[src/rtl/pagerank_gather_accumulator.sv]
// Gather-phase accumulator for one PageRank partition: per-lane range filtering
// into a stage-1 register, then a saturating per-node commit into the accumulators.

module pagerank_gather_lane #(
    parameter int ID_WIDTH       = 32,
    parameter int DATA_WIDTH     = 64,
    parameter int IDX_W          = 2,
    parameter int NODES          = 4,
    parameter int PARTITION_BASE = 0
) (
    input  logic                  clock,
    input  logic                  reset,
    input  logic                  accept,
    input  logic [ID_WIDTH-1:0]   dest_id,
    input  logic [DATA_WIDTH-1:0] data,
    output logic                  hit,
    output logic                  drop,
    output logic [IDX_W-1:0]      idx_q,
    output logic [DATA_WIDTH-1:0] data_q
);
    logic [ID_WIDTH-1:0] offset;
    logic                in_range;

    // IDs below the base wrap to huge offsets and fail the same unsigned compare
    assign offset   = dest_id - ID_WIDTH'(PARTITION_BASE);
    assign in_range = offset < ID_WIDTH'(NODES);
    assign hit      = accept && in_range;
    assign drop     = accept && !in_range;

    always_ff @(posedge clock or posedge reset) begin
        if (reset) begin
            idx_q  <= '0;
            data_q <= '0;
        end else if (hit) begin
            idx_q  <= offset[IDX_W-1:0];
            data_q <= data;
        end
    end
endmodule

module pagerank_gather_accumulator #(
    parameter int LANES              = 2,
    parameter int NODES_IN_PARTITION = 4,
    parameter int DATA_WIDTH         = 64,
    parameter int ID_WIDTH           = 32,
    parameter int PARTITION_BASE     = 0
) (
    input  logic                                     clock,
    input  logic                                     reset,
    input  logic                                     pagerank_enable,
    input  logic                                     next_iteration,
    input  logic [LANES-1:0]                         update_valid,
    input  logic [LANES*ID_WIDTH-1:0]                dest_id,
    input  logic [LANES*DATA_WIDTH-1:0]              page_rank_scatter,
    input  logic                                     scatter_operation_complete,
    output logic                                     update_ready,
    output logic [NODES_IN_PARTITION*DATA_WIDTH-1:0] pagerank_pre_damp,
    output logic                                     gather_operation_complete,
    output logic [15:0]                              out_of_range_count,
    output logic                                     saturated
);
    localparam int IDX_W = (NODES_IN_PARTITION > 1) ? $clog2(NODES_IN_PARTITION) : 1;
    localparam int CNT_W = $clog2(LANES + 1);
    localparam int SUM_W = DATA_WIDTH + CNT_W;

    typedef enum logic [1:0] {IDLE, ACCUM, DRAIN, DONE} state_t;

    state_t state, state_next;

    logic [LANES-1:0]                                 hit, drop, s1_vld;
    logic [LANES-1:0][IDX_W-1:0]                      s1_idx;
    logic [LANES-1:0][DATA_WIDTH-1:0]                 s1_data;
    logic [NODES_IN_PARTITION-1:0][DATA_WIDTH-1:0]    acc, acc_next;
    logic [NODES_IN_PARTITION-1:0][SUM_W-1:0]         sum;
    logic [NODES_IN_PARTITION-1:0]                    clip;
    logic [CNT_W-1:0]                                 n_drop;
    logic [16:0]                                      oor_sum;
    logic [15:0]                                      oor_next;

    // FSM: state register
    always_ff @(posedge clock or posedge reset) begin
        if (reset) state <= IDLE;
        else       state <= state_next;
    end

    // FSM: next state; next_iteration overrides every other transition
    always_comb begin
        state_next = state;
        case (state)
            IDLE:    if (pagerank_enable) state_next = ACCUM;
            ACCUM:   if (!pagerank_enable) state_next = IDLE;
                     else if (scatter_operation_complete) state_next = DRAIN;
            DRAIN:   state_next = DONE;
            DONE:    state_next = DONE;
            default: state_next = IDLE;
        endcase
        if (next_iteration) state_next = pagerank_enable ? ACCUM : IDLE;
    end

    // FSM: outputs
    always_comb begin
        update_ready              = (state == ACCUM) && !next_iteration;
        gather_operation_complete = (state == DONE);
    end

    genvar i;
    generate
        for (i = 0; i < LANES; i++) begin : g_lane
            pagerank_gather_lane #(
                .ID_WIDTH      (ID_WIDTH),
                .DATA_WIDTH    (DATA_WIDTH),
                .IDX_W         (IDX_W),
                .NODES         (NODES_IN_PARTITION),
                .PARTITION_BASE(PARTITION_BASE)
            ) u_lane (
                .clock  (clock),
                .reset  (reset),
                .accept (update_valid[i] && update_ready),
                .dest_id(dest_id[i*ID_WIDTH +: ID_WIDTH]),
                .data   (page_rank_scatter[i*DATA_WIDTH +: DATA_WIDTH]),
                .hit    (hit[i]),
                .drop   (drop[i]),
                .idx_q  (s1_idx[i]),
                .data_q (s1_data[i])
            );
        end
    endgenerate

    // Stage 2 reads the live accumulator, so same-node hits in consecutive cycles chain
    always_comb begin
        sum      = '0;
        clip     = '0;
        acc_next = acc;
        for (int n = 0; n < NODES_IN_PARTITION; n++) begin
            sum[n] = SUM_W'(acc[n]);
            for (int l = 0; l < LANES; l++)
                if (s1_vld[l] && s1_idx[l] == IDX_W'(n))
                    sum[n] = sum[n] + SUM_W'(s1_data[l]);
            clip[n]     = |sum[n][SUM_W-1:DATA_WIDTH];
            acc_next[n] = clip[n] ? '1 : sum[n][DATA_WIDTH-1:0];
        end
    end

    always_comb begin
        n_drop = '0;
        for (int l = 0; l < LANES; l++)
            n_drop = n_drop + CNT_W'(drop[l]);
        oor_sum  = 17'(out_of_range_count) + 17'(n_drop);
        oor_next = oor_sum[16] ? 16'hFFFF : oor_sum[15:0];
    end

    always_ff @(posedge clock or posedge reset) begin
        if (reset) begin
            acc                <= '0;
            s1_vld             <= '0;
            out_of_range_count <= '0;
            saturated          <= 1'b0;
        end else if (next_iteration) begin
            acc                <= '0;
            s1_vld             <= '0;
            out_of_range_count <= '0;
            saturated          <= 1'b0;
        end else begin
            acc                <= acc_next;
            s1_vld             <= hit;
            out_of_range_count <= oor_next;
            saturated          <= saturated | (|clip);
        end
    end

    assign pagerank_pre_damp = acc;
endmodule

[config.mk]
export PLATFORM = sky130hd
export DESIGN_NAME = pagerank_gather_accumulator
export DESIGN_NICKNAME = d
export VERILOG_FILES = /design/src/rtl/pagerank_gather_accumulator.sv
export SDC_FILE = /design/constraint.sdc
export NUM_CORES = 2
export LEC_CHECK = 0
export BUFFER_PORTS_ARGS = -buffer_cell sky130_fd_sc_hd__clkbuf_2
export CORE_MARGIN = 5
export CORE_UTILIZATION = 25
export DETAILED_ROUTE_END_ITERATION = 16
export GPL_TIMING_DRIVEN = 0
export HOLD_SLACK_MARGIN = 0.08
export PLACE_DENSITY_LB_ADDON = 0.3
export SLEW_MARGIN = 20
export SYNTH_ARGS = -nofsm -noshare
export SYNTH_HDL_FRONTEND = slang
export SYNTH_HIERARCHICAL = 1
export SYNTH_SLANG_ARGS = --single-unit
[constraint.sdc]
create_clock -name clock -period 14.4 [get_ports clock]
set_input_delay 2.88 -clock clock [delete_from_list [all_inputs] [get_ports clock]]
set_output_delay 2.88 -clock clock [all_outputs]
set_load 0.03 [all_outputs]
After elaboration in Yosys (flattened, before gate mapping)
Cells that the tools add are included.
{"block": "totals", "word_cells": 87, "reg_bits": 409, "output_inout_bits": 275}
{"block": "op_classes", "reduce_logical": 28, "order_cmp": 2, "eq_ne": 11, "muxes": 23, "addsub": 10, "bitwise_logic": 1}
{"operator": "$add 66x64->66", "n": 4}
{"operator": "$mux 66", "n": 4}
{"operator": "$add 64x64->65", "n": 4}
{"operator": "$mux 65", "n": 4}
{"operator": "$mux 256", "n": 1}
{"operator": "$mux 64", "n": 4}
{"operator": "$lt 32x3->1 const B", "n": 2}
{"operator": "$mux 16", "n": 2}
{"operator": "$add 16x2->17", "n": 1}
{"operator": "$logic_and 1x1->1", "n": 15}
{"operator": "$eq 2x2->1 const B", "n": 6}
{"operator": "$mux 2", "n": 5}
{"operator": "$reduce_or 2->1", "n": 5}
{"operator": "$reduce_or 8->1", "n": 1}
{"operator": "$eq 2x1->1 const B", "n": 3}
{"operator": "$logic_not 2->1", "n": 3}
{"operator": "$pmux 2 s3", "n": 1}
{"operator": "$ne 4x4->1 const B", "n": 1}
{"operator": "$logic_not 1->1", "n": 3}
{"operator": "$ne 3x3->1 const B", "n": 1}
{"operator": "$add 1x1->2", "n": 1}
{"operator": "$mux 1", "n": 2}
{"operator": "$reduce_and 2->1", "n": 1}
{"operator": "$or 1x1->1", "n": 1}

Depth between registers and ports, before layout
{"block": "logic_depth", "word_depth": 8, "mapped_depth": 29, "depth_no_buf": 26}

Modules after synthesis
The synthesis kept the hierarchy.
{"module": "pagerank_gather_accumulator", "area_each_um2": 43414.1, "cells_each": 6093, "instances": 1}
{"module": "pagerank_gather_lane", "area_each_um2": 2762.6, "cells_each": 156, "instances": 2}

Worst setup path before layout
No wires, ideal clock.
{"block": "synth_path", "path_type": "input to output", "start": "input next_iteration", "end": "output update_ready", "stages": 2, "t_arrival_ns": 3.878, "setup_slack_ns": 7.642, "path_cell_list": "clkbuf_1 > nor3b_1"}
{"block": "synth_between", "elab_chain_len": 2}
{"item": "start: declaration", "line_no": "51", "text": "input logic next_iteration,"}
{"item": "$logic_not 1->1", "line_no": "102", "text": "update_ready = (state == ACCUM) && !next_iteration;"}
{"item": "$logic_and 1x1->1", "line_no": "102"}
{"item": "end: declaration", "line_no": "56", "text": "output logic update_ready,"}
Every way passes these cells.

Worst setup path in the final report
{"block": "layout_path", "start": "register g_lane[0].u_lane.idx_q[0]", "end": "register acc (netlist bit pagerank_pre_damp[69])"}
{"block": "layout_between", "elab_chain_len": 8}
{"item": "start: declaration", "line_no": "18", "text": "output logic [IDX_W-1:0] idx_q,"}
{"item": "start signal: assignment", "line_no": "35", "text": "idx_q <= offset[IDX_W-1:0];"}
{"item": "$eq 2x1->1 *", "line_no": "137", "text": "if (s1_vld[l] && s1_idx[l] == IDX_W'(n))"}
{"item": "$logic_and 1x1->1 *", "line_no": "137"}
{"item": "$mux 65 *", "line_no": "137"}
{"item": "$add 66x64->66", "line_no": "138", "text": "sum[n] = sum[n] + SUM_W'(s1_data[l]);"}
{"item": "$mux 66 *", "line_no": "137"}
{"item": "$reduce_or 2->1", "line_no": "139", "text": "clip[n] = |sum[n][SUM_W-1:DATA_WIDTH];"}
{"item": "$mux 64 *", "line_no": "140", "text": "acc_next[n] = clip[n] ? '1 : sum[n][DATA_WIDTH-1:0];"}
{"item": "$mux 256 *", "line_no": "158", "text": "end else if (next_iteration) begin"}
{"item": "end signal: assignment", "line_no": "164", "text": "acc <= acc_next;"}
{"item": "end: declaration", "line_no": "73", "text": "logic [NODES_IN_PARTITION-1:0][DATA_WIDTH-1:0] acc, acc_next;"}
Every way passes the cells marked *; elsewhere a longest branch is shown, timed or not.
A chain may end at the register's enable or synchronous reset.

==> results.md <==
Global routing:
- The first global-routing pass estimated roughly 360000 um of wire.
- The via count of the first global-routing pass is ~51000.
- Global routing finished with a remaining overflow of 0.
- The number of antenna violations at the first check in global routing came to 7.
- The global router's overall resource usage is a little under a quarter.
- Entering global routing, the biggest net connects between 90 and 100 pins.

Floorplanning:
- The die covers ~200000 um2.
- The core box area is 194800 um2.
- From bottom edge to top edge, the die measures around 450 um.
- During I/O placement, the number of pins put on the boundary was 474.
- For this configuration, the core starts out at a cell density of between 20% and 30%.
- The floorplan has 162 rows.
- The overall die width is 452.4 um.

Worst hold path:
- The end point of the worst hold path is g_lane[1].u_lane/idx_q[1].
- The startpoint identified for the worst hold timing path is g_lane[1].u_lane/idx_q[1].
- The type of the most critical hold path is reg -> reg.
- The number of stages on the worst hold path is 1.

Worst setup path:
- The startpoint of the most critical register-to-register path is g_lane[0].u_lane/idx_q[0].
- The worst setup path category is reg -> reg.
- The worst setup path is launched from a flop.
- Data arrives at the worst endpoint at roughly 9 ns.
- In this run the worst path has a maximum fanout of 10.
- In this run the critical register-to-register path is captured at pagerank_pre_damp[69].
- Counting cells, the worst reg-to-reg path comes to 23.
- STA classifies the critical path endpoint as a flop.
- The endpoint required time on the critical path is 14.88 ns.
- Across all register-to-register paths, the minimum setup slack is about 5.8 ns.

CTS:
- The later pin in the worst-skew pair is clocked with a latency of 0.70 ns.
- TritonCTS built the clock tree.
- In this run, post-CTS hold repair placed 0 buffers.
- After clock tree synthesis, the clock-pin slew on the worst setup and hold paths is ~0.06 ns.
- Counting every sink on the clock net gives approximately 410.
- Post-CTS repair changed the size of 0 cells.
- The clock root buffer is sky130_fd_sc_hd__clkbuf_16.
- Clock tree synthesis inserted a total of 50 buffers.
- No sink is reached through more buffers than the 3 on the longest clock path.
- The number of H-tree branching levels is 2.
- The post-CTS setup buffer count is 0.

Timing:
- The number of slew-limit violations in the final report was 0.
- The final-report setup violation count is 0.
- Measured against its own limit, the worst slew margin works out to about 17%.
- The worst slack on hold paths is 0.5311 ns.
- Between clock sinks in the finished design, the worst skew comes to 0.03493 ns.
- The measured slew at the worst slew-check pin is roughly 1.2 ns.
- Setup repair after global routing left no endpoint under its margin.
- The worst path uses between 50 and 60% of the clock period.
- The clock period minus worst slack is approximately 8.6 ns.
- Timing would allow up to 116.9 MHz.
- The number of endpoints with negative hold slack in the final report is 0.

Yosys:
- The number of nets in the synthesized netlist is approximately 7100.
- The synthesized design contains about 410 register bits.
- The distinct cell type count of the synthesized netlist is 109.
- In the synthesized netlist the async set-or-reset flop fraction comes to 100.0%.
- The number of synthesized flops with an enable pin is 0.
- For this run, the number of Yosys warnings is 6.
- The mean instance size in the synthesized netlist is 7.641 um2.
- The portion of the post-synthesis area used by sequential elements is approximately a fifth.
- Summing every instance area after synthesis gives 48940 um2.
- Among all flip-flop cells after synthesis, the most frequent one is sky130_fd_sc_hd__dfrtp_1.
- Counting every instance in the synthesized netlist gives 6405.

Power and ir drop:
- The total power divided by cell area is ~47 nW/um2.
- For this design the static power due to leakage is ~27 nW.
- IR analysis of the VDD net gives a maximum drop of 0.00007036 V.

Routing:
- The average routed wire per standard cell is between 20 and 30 um.
- The detailed router finished its first iteration with 4038 violations.
- The final antenna-violating net count is 0.
- The overall via count from detail_route is just over 50000.
- The detailed-route wire length is 256700 um.
- The number of DRC violations after detailed routing is 0.
- The first detailed-routing pass ran for 6 iterations.
- The ratio of routed vias to standard cells is between 5 and 6.

Layout:
- The layout overhead on the synthesized area is 15.65%.
- The net count of the finished layout is about 7700.
- Leaving out fill and tap cells, the most frequent cell in the layout is sky130_fd_sc_hd__nand2_1.
- The top cell types in the final layout, fill and taps aside, are sky130_fd_sc_hd__nand2_1 (1011), sky130_fd_sc_hd__a21oi_1 (691), sky130_fd_sc_hd__o21ai_0 (619), sky130_fd_sc_hd__ha_1 (513), sky130_fd_sc_hd__clkbuf_2 (483).
- Leaving out filler cells and counting taps, the final layout contains between 9000 and 10000.
- The post-route netlist has about an eighth of its cells at a drive strength greater than 1.

Place:
- The estimated wirelength of the detail-placed design is between 200000 and 250000 um.
- The final weighted congestion of routability-driven global placement is just over 1.
- The cell total after placement is between 9000 and 10000.
- The count of port buffers added during placement is roughly 470.

Outcome:
- The flow ran to the end, and the final reports show no timing, DRC or antenna violations.

Job:
- The number of maximum-capacitance constraint violations is 0.
[logic make-up after synthesis]
logic type	after synthesis	share of synthesized area (%)
compound gates	2413	30.74
xor+xnor	451	8.071
fa+ha+maj	522	13.48
buf+inv	475	4.257
flops	409	20.91
mux	150	4.027
simple gates	1985	18.51
[sequential cells by signal, indices dropped and copies added (netlist names)]
register / flops
saturated: 1
g_lane.u_lane/idx_q: 4
s1_vld: 2
state: 2
pagerank_pre_damp: 256
g_lane.u_lane/data_q: 128
out_of_range_count: 16
[report_power, final]
part | leakage (nW) | internal (mW) | switching (mW)
Combinational | 20.3 | 0.0317 | 0.0768
Clock | 0.825 | 0.795 | 0.611
Sequential | 5.71 | 1.15 | 0.000623
Total | 26.8 | 1.98 | 0.689
[worst max path at each step]
stage / from / endpoint / depth (start not counted)
after floorplan: reset / out_of_range_count[0] / 1
after global placement: reset / pagerank_pre_damp[194] / 2
after detailed placement: g_lane[0].u_lane/data_q[1] / pagerank_pre_damp[69] / 21
after CTS: g_lane[0].u_lane/data_q[1] / pagerank_pre_damp[69] / 21
after global routing: g_lane[0].u_lane/data_q[1] / pagerank_pre_damp[69] / 24
final: g_lane[0].u_lane/idx_q[0] / pagerank_pre_damp[69] / 23
[metrics by stage]
step | utilization, % | worst slack (ns) | power, mW | TNS [ns] | instance area, um2
after global routing | 29.05 | 5.602 | 2.725 | 0 | 56590
after CTS | 29.05 | 5.968 | 2.689 | 0 | 56590
after global placement | 28.02 | -0.3504 | 1.275 | -82.10 | 54580
after detailed placement | 28.16 | 6.007 | 1.282 | 0 | 54860
final | 29.06 | 5.845 | 2.666 | 0 | 56600
after floorplan | - | 3.883 | 1.206 | 0 | 48940
[critical path, stage by stage (launching register included)]
cell and delay, ns:
sky130_fd_sc_hd__dfrtp_1 0.51, sky130_fd_sc_hd__nand2_1 0.16, sky130_fd_sc_hd__or2_2 0.11, sky130_fd_sc_hd__clkbuf_1 0.35, sky130_fd_sc_hd__clkbuf_1 0.41, sky130_fd_sc_hd__clkbuf_1 0.73
sky130_fd_sc_hd__clkbuf_1 0.84, sky130_fd_sc_hd__nand2_1 0.11, sky130_fd_sc_hd__nand2_1 0.12, sky130_fd_sc_hd__ha_1 0.20, sky130_fd_sc_hd__inv_1 0.07, sky130_fd_sc_hd__fa_1 0.39
sky130_fd_sc_hd__nor2b_1 0.23, sky130_fd_sc_hd__o31ai_1 0.16, sky130_fd_sc_hd__a211o_1 0.31, sky130_fd_sc_hd__a21oi_1 0.18, sky130_fd_sc_hd__o21ai_1 0.16, sky130_fd_sc_hd__o21ai_0 0.83
sky130_fd_sc_hd__a21oi_1 0.36, sky130_fd_sc_hd__o221a_2 0.39, sky130_fd_sc_hd__o21ai_1 0.19, sky130_fd_sc_hd__mux2i_1 0.49, sky130_fd_sc_hd__clkbuf_1 0.81, sky130_fd_sc_hd__a21oi_1 0.20
[layer usage]
metal / GRT usage [%] / share of wire (%) / vias up
met2: 40.82 / 47 / 1669
li1: - / - / 24650
met3: 2.664 / 4.5 / 560
met5: 0 / 0 / -
met1: 26.22 / 38 / 24410
met4: 21.43 / 11 / 0
[synthesized netlist by cell type, types with 79 or more instances]
| master | n | share of area, % |
|---|---|---|
| sky130_fd_sc_hd__nor3_1 | 79 | 0.81 |
| sky130_fd_sc_hd__o21ai_0 | 619 | 6.3 |
| sky130_fd_sc_hd__mux2_4 | 80 | 2.5 |
| sky130_fd_sc_hd__nand3_1 | 120 | 1.2 |
| sky130_fd_sc_hd__a31oi_1 | 210 | 2.7 |
| sky130_fd_sc_hd__dfrtp_1 | 409 | 21 |
| sky130_fd_sc_hd__nor2_1 | 301 | 2.3 |
| sky130_fd_sc_hd__xor2_1 | 197 | 3.5 |
| sky130_fd_sc_hd__nand2_1 | 1011 | 7.8 |
| sky130_fd_sc_hd__nand4_1 | 118 | 1.5 |
| sky130_fd_sc_hd__xnor2_1 | 254 | 4.5 |
| sky130_fd_sc_hd__o21bai_1 | 95 | 1.5 |
| sky130_fd_sc_hd__inv_1 | 130 | 1.0 |
| sky130_fd_sc_hd__ha_1 | 513 | 13 |
| sky130_fd_sc_hd__a21o_1 | 350 | 5.4 |
| sky130_fd_sc_hd__clkbuf_1 | 281 | 2.2 |
| sky130_fd_sc_hd__a21oi_1 | 691 | 7.1 |
[final cells by class]
| cell class | instances | area [um2] |
|---|---|---|
| flip-flops and latches | 409 | 10230 |
| diodes | 4 | 10.01 |
| clock inverters | 28 | 387.9 |
| repair buffers | 483 | 2597 |
| fillers | 21180 | 138200 |
| multi-input cells | 5521 | 36640 |
| clock buffers | 58 | 1341 |
| well taps | 2624 | 3283 |
| plain buffers | 345 | 1605 |
| inverters | 130 | 500.5 |
(Power assumes the default switching activity.)
